==> src/rtl/alu_seq_unit.sv <==
// alu_seq_unit
//   Multi-cycle execution stage replacing the combinational 4-op ALU.
//   ADD/SUB complete in one cycle. MUL runs as shift-add and DIV as restoring
//   division, both one iteration per cycle. Requests arrive over In_valid/In_ready
//   and registered results leave over Out_valid/Out_ready.
//
// Optional feature (macro ALU_SEQ_ACC_EN):
//   Adds an accumulator that captures Result on every output handshake, plus
//   the Acc_sel port. With Acc_sel=1 at accept, the accumulator replaces A.
//   Without the macro there is no accumulator and no Acc_sel port.
//
// Ports
//   Clk        in   clock, rising edge
//   Reset      in   asynchronous, active-high reset
//   In_valid   in   upstream request valid
//   In_ready   out  unit can accept (IDLE and Reset low)
//   A, B       in   WIDTH-bit unsigned operands
//   Opcode     in   00 ADD, 01 SUB, 10 MUL, 11 DIV
//   Cin        in   carry-in, ADD only
//   Acc_sel    in   accumulator select for A (ALU_SEQ_ACC_EN only)
//   Out_valid  out  Result/flags valid
//   Out_ready  in   downstream accepts result
//   Result     out  sum / difference / product low / quotient
//   Result_hi  out  product high (MUL), remainder (DIV), 0 otherwise
//   Cout       out  carry out (ADD), no-borrow (SUB), |Result_hi (MUL), 0 (DIV)
//   OF         out  signed overflow (ADD/SUB), 0 otherwise
//   Div0       out  DIV with B==0
//
// state | meaning
// ------+--------------------------------------------------------------
// IDLE  | waiting for a request, In_ready=1
// ALU   | single-cycle ADD/SUB, loads the output registers
// MUL   | WIDTH shift-add iterations, then loads the output registers
// DIV   | WIDTH restoring iterations (none when B==0), then loads outputs
// DONE  | Out_valid=1, outputs held until Out_ready

module alu_seq_unit #(
  parameter int WIDTH = 4
) (
  input  logic             Clk,
  input  logic             Reset,
  input  logic             In_valid,
  output logic             In_ready,
  input  logic [WIDTH-1:0] A,
  input  logic [WIDTH-1:0] B,
  input  logic [1:0]       Opcode,
  input  logic             Cin,
`ifdef ALU_SEQ_ACC_EN
  input  logic             Acc_sel,
`endif
  output logic             Out_valid,
  input  logic             Out_ready,
  output logic [WIDTH-1:0] Result,
  output logic [WIDTH-1:0] Result_hi,
  output logic             Cout,
  output logic             OF,
  output logic             Div0
);

  localparam logic [1:0] OP_ADD = 2'b00;
  localparam logic [1:0] OP_SUB = 2'b01;
  localparam logic [1:0] OP_MUL = 2'b10;
  localparam logic [1:0] OP_DIV = 2'b11;

  localparam int            CW       = $clog2(WIDTH + 1);
  localparam logic [CW-1:0] CNT_INIT = CW'(WIDTH);

  typedef enum logic [2:0] {
    S_IDLE = 3'd0,
    S_ALU  = 3'd1,
    S_MUL  = 3'd2,
    S_DIV  = 3'd3,
    S_DONE = 3'd4
  } state_t;

  state_t state, state_nxt;

  // Latched request
  logic [WIDTH-1:0] a_r;
  logic [WIDTH-1:0] b_r;
  logic             sub_r;
  logic             cin_r;

  // Iteration down-counter, finished at terminal count zero
  logic [CW-1:0]    cnt;
  logic             cnt_tc;

  // Shared MUL/DIV working pair:
  //   MUL: work_hi = partial product high, work_lo = multiplier shifting out
  //   DIV: work_hi = partial remainder,    work_lo = dividend in / quotient out
  logic [WIDTH-1:0] work_hi;
  logic [WIDTH-1:0] work_lo;

  logic             accept;
  logic [WIDTH-1:0] a_src;

  assign accept = In_valid && In_ready;
  assign cnt_tc = (cnt == '0);

  // ---------------------------------------------------------------
  // Operand A source
  // ---------------------------------------------------------------
`ifdef ALU_SEQ_ACC_EN
  logic [WIDTH-1:0] acc_r;

  assign a_src = Acc_sel ? acc_r : A;

  always_ff @(posedge Clk or posedge Reset) begin
    if (Reset) begin
      acc_r <= '0;
    end else if (Out_valid && Out_ready) begin
      acc_r <= Result;
    end
  end
`else
  assign a_src = A;
`endif

  // ---------------------------------------------------------------
  // FSM: state register
  // ---------------------------------------------------------------
  always_ff @(posedge Clk or posedge Reset) begin
    if (Reset) begin
      state <= S_IDLE;
    end else begin
      state <= state_nxt;
    end
  end

  // ---------------------------------------------------------------
  // FSM: next state
  // ---------------------------------------------------------------
  always_comb begin
    state_nxt = state;
    case (state)
      S_IDLE: begin
        if (accept) begin
          case (Opcode)
            OP_MUL:  state_nxt = S_MUL;
            OP_DIV:  state_nxt = S_DIV;
            default: state_nxt = S_ALU;
          endcase
        end
      end
      S_ALU: state_nxt = S_DONE;
      S_MUL: begin
        if (cnt_tc) state_nxt = S_DONE;
      end
      S_DIV: begin
        // Divide-by-zero skips the iterations entirely
        if ((b_r == '0) || cnt_tc) state_nxt = S_DONE;
      end
      S_DONE: begin
        if (Out_ready) state_nxt = S_IDLE;
      end
      default: state_nxt = S_IDLE;
    endcase
  end

  // ---------------------------------------------------------------
  // FSM: outputs
  // ---------------------------------------------------------------
  always_comb begin
    In_ready  = (state == S_IDLE) && !Reset;
    Out_valid = (state == S_DONE);
  end

  // ---------------------------------------------------------------
  // Datapath: ADD/SUB
  // ---------------------------------------------------------------
  logic [WIDTH-1:0] b_eff;
  logic             c_eff;
  logic [WIDTH:0]   alu_sum;
  logic             alu_of;

  always_comb begin
    b_eff   = sub_r ? ~b_r : b_r;
    c_eff   = sub_r | cin_r;
    alu_sum = {1'b0, a_r} + {1'b0, b_eff} + {{WIDTH{1'b0}}, c_eff};
    // Carry-into-MSB XOR carry-out, expressed via operand and sum signs
    alu_of  = (a_r[WIDTH-1] == b_eff[WIDTH-1]) && (alu_sum[WIDTH-1] != a_r[WIDTH-1]);
  end

  // ---------------------------------------------------------------
  // Datapath: one shift-add step
  // ---------------------------------------------------------------
  logic [WIDTH-1:0] mul_addend;
  logic [WIDTH:0]   mul_sum;

  always_comb begin
    mul_addend = work_lo[0] ? a_r : '0;
    mul_sum    = {1'b0, work_hi} + {1'b0, mul_addend};
  end

  // ---------------------------------------------------------------
  // Datapath: one restoring-division step
  // ---------------------------------------------------------------
  logic [WIDTH:0] div_shift;
  logic [WIDTH:0] div_trial;
  logic           div_neg;

  always_comb begin
    div_shift = {work_hi, work_lo[WIDTH-1]};
    div_trial = div_shift - {1'b0, b_r};
    // Partial remainder is always < B, so a set top bit means the trial went negative
    div_neg   = div_trial[WIDTH];
  end

  // ---------------------------------------------------------------
  // Datapath registers and result registers
  // ---------------------------------------------------------------
  always_ff @(posedge Clk or posedge Reset) begin
    if (Reset) begin
      a_r       <= '0;
      b_r       <= '0;
      sub_r     <= 1'b0;
      cin_r     <= 1'b0;
      cnt       <= '0;
      work_hi   <= '0;
      work_lo   <= '0;
      Result    <= '0;
      Result_hi <= '0;
      Cout      <= 1'b0;
      OF        <= 1'b0;
      Div0      <= 1'b0;
    end else begin
      case (state)
        S_IDLE: begin
          if (accept) begin
            a_r     <= a_src;
            b_r     <= B;
            sub_r   <= (Opcode == OP_SUB);
            cin_r   <= Cin;
            cnt     <= CNT_INIT;
            work_hi <= '0;
            work_lo <= (Opcode == OP_MUL) ? B : a_src;
            Div0    <= 1'b0;
          end
        end
        S_ALU: begin
          Result    <= alu_sum[WIDTH-1:0];
          Result_hi <= '0;
          Cout      <= alu_sum[WIDTH];
          OF        <= alu_of;
          Div0      <= 1'b0;
        end
        S_MUL: begin
          if (!cnt_tc) begin
            work_hi <= mul_sum[WIDTH:1];
            work_lo <= {mul_sum[0], work_lo[WIDTH-1:1]};
            cnt     <= cnt - 1'b1;
          end else begin
            Result    <= work_lo;
            Result_hi <= work_hi;
            Cout      <= |work_hi;
            OF        <= 1'b0;
            Div0      <= 1'b0;
          end
        end
        S_DIV: begin
          if (b_r == '0) begin
            Result    <= '1;
            Result_hi <= a_r;
            Cout      <= 1'b0;
            OF        <= 1'b0;
            Div0      <= 1'b1;
          end else if (!cnt_tc) begin
            if (div_neg) begin
              work_hi <= div_shift[WIDTH-1:0];
              work_lo <= {work_lo[WIDTH-2:0], 1'b0};
            end else begin
              work_hi <= div_trial[WIDTH-1:0];
              work_lo <= {work_lo[WIDTH-2:0], 1'b1};
            end
            cnt <= cnt - 1'b1;
          end else begin
            Result    <= work_lo;
            Result_hi <= work_hi;
            Cout      <= 1'b0;
            OF        <= 1'b0;
            Div0      <= 1'b0;
          end
        end
        default: ;
      endcase
    end
  end

endmodule

==> config.mk <==
export PLATFORM = sky130hd
export DESIGN_NAME = alu_seq_unit
export DESIGN_NICKNAME = d
export VERILOG_FILES = /design/src/rtl/alu_seq_unit.sv
export SDC_FILE = /design/constraint.sdc
export NUM_CORES = 1
export LEC_CHECK = 0
export CORE_MARGIN = 10
export CORE_UTILIZATION = 35
export DETAILED_ROUTE_END_ITERATION = 8
export HOLD_SLACK_MARGIN = 0.15
export SYNTH_ARGS = -nofsm -noshare
export SYNTH_HDL_FRONTEND = slang
export SYNTH_SLANG_ARGS = --single-unit
==> constraint.sdc <==
create_clock -name Clk -period 2.7 [get_ports Clk]
set_clock_uncertainty 0.15 [all_clocks]
set_input_delay 0.54 -clock Clk [delete_from_list [all_inputs] [get_ports Clk]]
set_output_delay 0.54 -clock Clk [all_outputs]
set_load 0.005 [all_outputs]
# ---- Word-level counts from Yosys, hierarchy flattened
# Cells that the tools add are included.
dict set report word_totals {
  inputBits 15
  register_bits 35
  output_inout_bits 13
}
dict set report op_classes {
  eq_ne 17
  reduce_logical 18
  add_sub_neg 5
  bitwise_logic 2
  n_mux 42
}
# cell n
set ops {}
lappend ops {{two-way mux 4 bit} 16}
lappend ops {{case mux 4 bit (3 select lines)} 4}
lappend ops {{two-way mux 3 bit} 7}
lappend ops {{case mux 3 bit (5 select lines)} 1}
lappend ops {{!= test 2 bit, second input constant} 6}
lappend ops {{adder 4 x 4 -> 5 bit} 2}
lappend ops {{two-way mux 1 bit} 9}
lappend ops {{case mux 3 bit (3 select lines)} 1}
lappend ops {{== test 3 x 2 -> 1 bit, second input constant} 2}
lappend ops {{logical NOT 3 bit} 2}
lappend ops {{case mux 1 bit (3 select lines)} 2}
lappend ops {{AND reduction 3 bit} 2}
lappend ops {{nonzero test 3 bit} 2}
lappend ops {{adder 5 x 1 -> 5 bit} 1}
lappend ops {{AND reduction 5 bit} 1}
lappend ops {{subtractor 5 x 4 -> 5 bit} 1}
lappend ops {{== test 2 bit, second input constant} 2}
lappend ops {{logical NOT 4 bit} 1}
lappend ops {{NOT 4 bit} 1}
lappend ops {{case mux 1 bit (4 select lines)} 1}
lappend ops {{case mux 2 bit (2 select lines)} 1}
lappend ops {{AND reduction 2 bit} 2}
lappend ops {{AND reduction 4 bit} 1}
lappend ops {{nonzero test 4 bit} 1}
lappend ops {{other kinds (13)} 15}

# ---- Longest topological paths before layout
dict set report logic_depth {
  ltp_word 7
  ltp_mapped 10
}

# ---- Worst setup path before layout
# OpenSTA, ideal clock, no wires.
dict set report synth_path {
  kind {reg-to-reg}
  from {register b_r[0]}
  to {register work_hi[0]}
  path_stages_with_launch 9
  setup_slack_ps 354
  period_less_slack_ps 2346
  arrival_time_ps 2113
  setup_time_ps 83
  path_cell_list {dfrtp_1 > ha_1 > inv_1 > fa_1 > nand3_1 > nand2_1 > xor2_1 > mux2_2 > o21ai_0}
}
dict set report synth_via {
  elab_chain_cells 5
  elab_cells_between_ends 8
  cone_classes {add/sub: 1; eq/ne: 1; mux: 4; reduce/logical: 2}
}
# item line
set synth_lines {}
lappend synth_lines {{from (decl)} 80} ;# logic [WIDTH-1:0] b_r;
lappend synth_lines {{from (signal assigned)} 215} ;# b_r <= '0;
lappend synth_lines {{from (signal assigned)} 231} ;# b_r <= B;
lappend synth_lines {{subtractor 5 x 4 -> 5 bit} 204} ;# div_trial = div_shift - {1'b0, b_r};
lappend synth_lines {{two-way mux 4 bit} 268} ;# if (div_neg) begin
lappend synth_lines {{two-way mux 4 bit} 267} ;# end else if (!cnt_tc) begin
lappend synth_lines {{two-way mux 4 bit} 261} ;# if (b_r == '0) begin
lappend synth_lines {{case mux 4 bit (3 select lines)} 227} ;# case (state)
lappend synth_lines {{to (signal assigned)} 249} ;# work_hi <= mul_sum[WIDTH:1];
lappend synth_lines {{to (signal assigned)} 269} ;# work_hi <= div_shift[WIDTH-1:0];
lappend synth_lines {{to (signal assigned)} 272} ;# work_hi <= div_trial[WIDTH-1:0];
lappend synth_lines {{to (decl)} 91} ;# logic [WIDTH-1:0] work_hi;
# Several ways; a longest one is shown, not always the timed one. The select of a mux whose other input is x is not followed.
# A chain may end at the register's enable or synchronous reset.

# ---- Worst setup path in the final report
dict set report layout_path {
  from {register state[1]}
  to {output port Out_valid}
}
dict set report layout_via {
  elab_chain_cells 1
}
# item line
set layout_lines {}
lappend layout_lines {{from (decl)} 76} ;# state_t state, state_nxt;
lappend layout_lines {{from (signal assigned)} 126} ;# state <= state_nxt;
lappend layout_lines {{== test 3 bit} 165} ;# Out_valid = (state == S_DONE);
lappend layout_lines {{to (decl)} 51} ;# output logic Out_valid,
# No other way between the ends.

==> flow_results.xml <==
<?xml version="1.0" encoding="UTF-8"?>
<metrics>
  <group name="route">
    <metric name="num_vias" unit="">1814</metric>
    <metric name="detailedRoute.firstPassIterationCount" unit="">4</metric>
    <metric name="wl_per_cell" unit="µm">16.1</metric>
    <metric name="route.antenna.remaining_nets" unit="">0</metric>
    <metric name="drt-total-wl" unit="mm">5.55</metric>
    <metric name="detail_route.vias_per_cell" unit="">5.27</metric>
    <metric name="drt_initial_violations" unit="">140</metric>
    <metric name="post_detailed_route_drc_marker_count" unit="">0</metric>
  </group>
  <group name="timing">
    <metric name="final_max_slew_viol_count" unit="">0</metric>
    <metric name="post-route-worst-setup-slack" unit="ns">0.244</metric>
    <metric name="setup_total_negative_slack" unit="ns">0</metric>
    <metric name="finalCritPeriodShare" unit="">0.910</metric>
    <metric name="finalHoldViolations" unit="">0</metric>
    <metric name="worst_slew_pin_slew" unit="ns">0.559</metric>
    <metric name="min_period" unit="ns">2.46</metric>
    <metric name="setup_viol" unit="">0</metric>
    <metric name="fmax" unit="MHz">407</metric>
    <metric name="rsz0062_at_grt" unit="">no</metric>
    <metric name="slew_headroom" unit="">0.627</metric>
  </group>
  <group name="yosys">
    <metric name="syn_area_per_cell" unit="µm²">9.78</metric>
    <metric name="asyncSetResetFlopFracSynth" unit="">1.00</metric>
    <metric name="synth.distinct_cells" unit="">49</metric>
    <metric name="synth-edff-count" unit="">0</metric>
    <metric name="synth-warning-count" unit="">0</metric>
    <metric name="synth-main-ff-cell" unit="">sky130_fd_sc_hd__dfrtp_1</metric>
    <metric name="ys_ff_latch" unit="">35</metric>
    <metric name="mappedNetlistArea" unit="µm²">2310</metric>
    <metric name="syn_inst" unit="">236</metric>
    <metric name="synthesis.nets" unit="">269</metric>
    <metric name="yosysSeqAreaShare" unit="">0.379</metric>
  </group>
  <group name="pwr">
    <metric name="pwr-share-comb" unit="">0.579</metric>
    <metric name="part_of_the_power_in_the_clock_network" unit="">0.118</metric>
    <metric name="power.switching_fraction" unit="">0.441</metric>
    <metric name="report.power.total" unit="W">0.00333</metric>
    <metric name="vdd_drop_max" unit="mV">0.733</metric>
    <metric name="internal_power_summed_over_all_cells" unit="W">0.00186</metric>
    <metric name="power_leakage" unit="nW">1.30</metric>
    <metric name="net-switching-power" unit="W">0.00147</metric>
    <metric name="power.density_cell_area" unit="nW/µm²">1210</metric>
    <metric name="power_frac_seq" unit="">0.304</metric>
  </group>
  <group name="placement">
    <metric name="gp_congestion" unit="">0.837</metric>
    <metric name="placed_inst_area" unit="µm²">2670</metric>
    <metric name="dpl.hpwl" unit="mm">4.31</metric>
    <metric name="post-place-ws" unit="ns">0.302</metric>
    <metric name="port_buffers" unit="">27</metric>
  </group>
  <group name="critical_path">
    <metric name="worstPathArrival" unit="ns">1.77</metric>
    <metric name="endpoint_kind" unit="">output pin</metric>
    <metric name="critical_path.max_fanout" unit="">9</metric>
    <metric name="cp-start-kind" unit="">flip-flop</metric>
    <metric name="critical_path_rt" unit="ns">2.01</metric>
    <metric name="criticalPathCategory" unit="">reg2out</metric>
  </group>
  <group name="global_routing">
    <metric name="grt-busiest-layer" unit="">met2</metric>
    <metric name="grt.met2_usage" unit="">0.175</metric>
    <metric name="gr-total-overflow" unit="">0</metric>
    <metric name="met1_layer_usage_reported_by_global_route" unit="">0.157</metric>
    <metric name="grt_antenna_before_repair" unit="">0</metric>
    <metric name="first_global_vias" unit="">1822</metric>
    <metric name="grt_max_degree" unit="">36</metric>
    <metric name="grt_util_met3" unit="">0.0252</metric>
    <metric name="grt_pass1_wl" unit="mm">9.44</metric>
    <metric name="groute.usage.overall" unit="">0.114</metric>
  </group>
  <group name="clocking">
    <metric name="clock_tree_from_tritoncts" unit="">yes</metric>
    <metric name="htreeDepth" unit="">2</metric>
    <metric name="cts-root-to-sink-buffers" unit="">2</metric>
    <metric name="cts.repair.resized" unit="">0</metric>
    <metric name="clock_latency" unit="ns">0.29</metric>
    <metric name="cts.reportedPaths.clkPinSlew" unit="ns">0.07</metric>
    <metric name="total_number_of_clock_tree_sinks" unit="">35</metric>
    <metric name="post_cts_setup_buffer_count" unit="">0</metric>
    <metric name="cts.root.buffer_cell" unit="">sky130_fd_sc_hd__clkbuf_8</metric>
    <metric name="cts_hold_buffers" unit="">0</metric>
    <metric name="cts-buffers-inserted" unit="">5</metric>
  </group>
  <group name="finish">
    <metric name="syn_to_final_growth" unit="%">19.6</metric>
    <metric name="drive_gt1_frac" unit="">0.142</metric>
    <metric name="postLayoutCoreUtil" unit="">0.432</metric>
    <metric name="final_design_area_no_fill" unit="µm²">2760</metric>
    <metric name="nets" unit="">300</metric>
    <metric name="antenna_cells" unit="">0</metric>
  </group>
  <group name="min_path">
    <metric name="holdCritPathClass" unit="">reg2reg</metric>
  </group>
  <group name="die">
    <metric name="die_y" unit="µm">101</metric>
    <metric name="coreArea" unit="µm²">6390</metric>
    <metric name="initial_core_util" unit="">0.361</metric>
    <metric name="ios" unit="">28</metric>
    <metric name="fp.dieArea" unit="µm²">10200</metric>
    <metric name="row_count" unit="">29</metric>
    <metric name="floorplan.die.width" unit="µm">101</metric>
  </group>
  <group name="flow_run">
    <metric name="maxCapViolCount" unit="">0</metric>
  </group>
  <group name="status">
    <metric name="run_status" unit="">completed</metric>
  </group>
</metrics>
==> cells in the mapped netlist (3+ instances only) <==
cell type | n | area [µm²]
sky130_fd_sc_hd__a222oi_1 | 4 | 40.0
sky130_fd_sc_hd__a21oi_1 | 16 | 80.1
sky130_fd_sc_hd__o21ai_0 | 11 | 55.1
sky130_fd_sc_hd__nor2_1 | 7 | 26.3
sky130_fd_sc_hd__nor3_1 | 3 | 15.0
sky130_fd_sc_hd__and2_1 | 3 | 18.8
sky130_fd_sc_hd__fa_1 | 4 | 80.1
sky130_fd_sc_hd__xnor2_1 | 3 | 26.3
sky130_fd_sc_hd__clkbuf_1 | 6 | 22.5
sky130_fd_sc_hd__nand2b_1 | 3 | 18.8
sky130_fd_sc_hd__nand3_1 | 3 | 15.0
sky130_fd_sc_hd__a21o_1 | 5 | 37.5
sky130_fd_sc_hd__nand2_1 | 23 | 86.3
sky130_fd_sc_hd__nor2b_1 | 5 | 31.3
sky130_fd_sc_hd__mux2i_1 | 7 | 70.1
sky130_fd_sc_hd__xor2_1 | 8 | 70.1
sky130_fd_sc_hd__o31ai_1 | 3 | 22.5
sky130_fd_sc_hd__dfrtp_1 | 35 | 876
sky130_fd_sc_hd__mux2_2 | 12 | 135
sky130_fd_sc_hd__inv_1 | 24 | 90.1
sky130_fd_sc_hd__nor4_1 | 3 | 18.8
sky130_fd_sc_hd__ha_1 | 14 | 175
==> cell type report <==
type | instances | area [µm²]
Clock buffer | 6 | 82.6
Clock inverter | 1 | 5.00
Fill cell | 650 | 3630
Inverter | 24 | 90.1
Multi-Input combinational cell | 165 | 1270
Sequential cell | 35 | 876
Tap cell | 77 | 96.3
Timing Repair Buffer | 36 | 338
==> cells by family after synthesis <==
family	Yosys count	share of synthesized area
buffers and inverters	36	0.0694
and+or+nand+nor	60	0.135
xor gates and xnor gates	11	0.0417
DFF	35	0.379
muxes	19	0.0889
AOI/OAI and AO/OA	57	0.175
adders and majority gates	18	0.111
==> through the flow <==
stage | hold WS (ns) | cells
after floorplan | 0.297 | 236
after global placement | 0.315 | 337
after detailed placement | 0.321 | 337
after CTS | 0.334 | 344
after global routing | 0.362 | 344
final | 0.328 | 344
==> worst max-delay path, cell delays in order (launching register included) <==
cell                              delay (ns)
sky130_fd_sc_hd__dfrtp_1                0.52
sky130_fd_sc_hd__nor2_1                 0.28
sky130_fd_sc_hd__nand2_1                0.11
sky130_fd_sc_hd__inv_1                  0.07
sky130_fd_sc_hd__clkdlybuf4s50_1        0.49
==> registers in the layout, summed over array words and instances (netlist names) <==
| signal | cells |
|---|---|
| cnt | 3 |
| OF | 1 |
| b_r | 4 |
| work_lo | 4 |
| Result | 4 |
| Div0 | 1 |
| work_hi | 4 |
| state | 3 |
| a_r | 4 |
| Result_hi | 4 |
| Cout | 1 |
| sub_r | 1 |
| cin_r | 1 |
==> power by group through the flow <==
stage	logic [W]	registers [W]	clock network [W]
after floorplan	0.00144	0.000896	0
after global routing	0.00220	0.00104	0.000424
after detailed placement	0.00192	0.00102	0
after CTS	0.00194	0.00101	0.000403
final	0.00193	0.00101	0.000391
after global placement	0.00189	0.00102	0
==> routing by layer <==
layer / part of all wire / vias to the layer above
met1: 0.48 / 874
met5: 0 / -
met3: 0.050 / 8
met2: 0.46 / 46
met4: 0.011 / 0
li1: - / 886
==> cells in the final DEF (no fill, tap or decap), drive strengths merged, types with 4 or more instances in the layout <==
cell type      instances
dfrtp                 35
clkdlybuf4s50         27
inv                   24
nand2                 24
a21oi                 16
ha                    14
o21ai                 14
mux2                  12
buf                    9
xor2                   8
nor2                   7
mux2i                  7
clkbuf                 6
nor2b                  5
a21o                   5
a222oi                 4
fa                     4
nor3                   4
==> final timing paths <==
kind / start / endpoint / slack, ns / cells after the start
setup reg to reg: work_lo[3] / work_hi[0] / 0.31 / 9
hold reg to reg: cnt[0] / cnt[0] / 0.33 / 1
min in group asynchronous: Reset / cnt[2] / 0.56 / 3
max in group asynchronous: Reset / b_r[2] / 1.51 / 3
setup / recovery: state[1] / Out_valid / 0.24 / 4
hold / removal: cnt[0] / cnt[0] / 0.33 / 1
(Power assumes the default switching activity.)
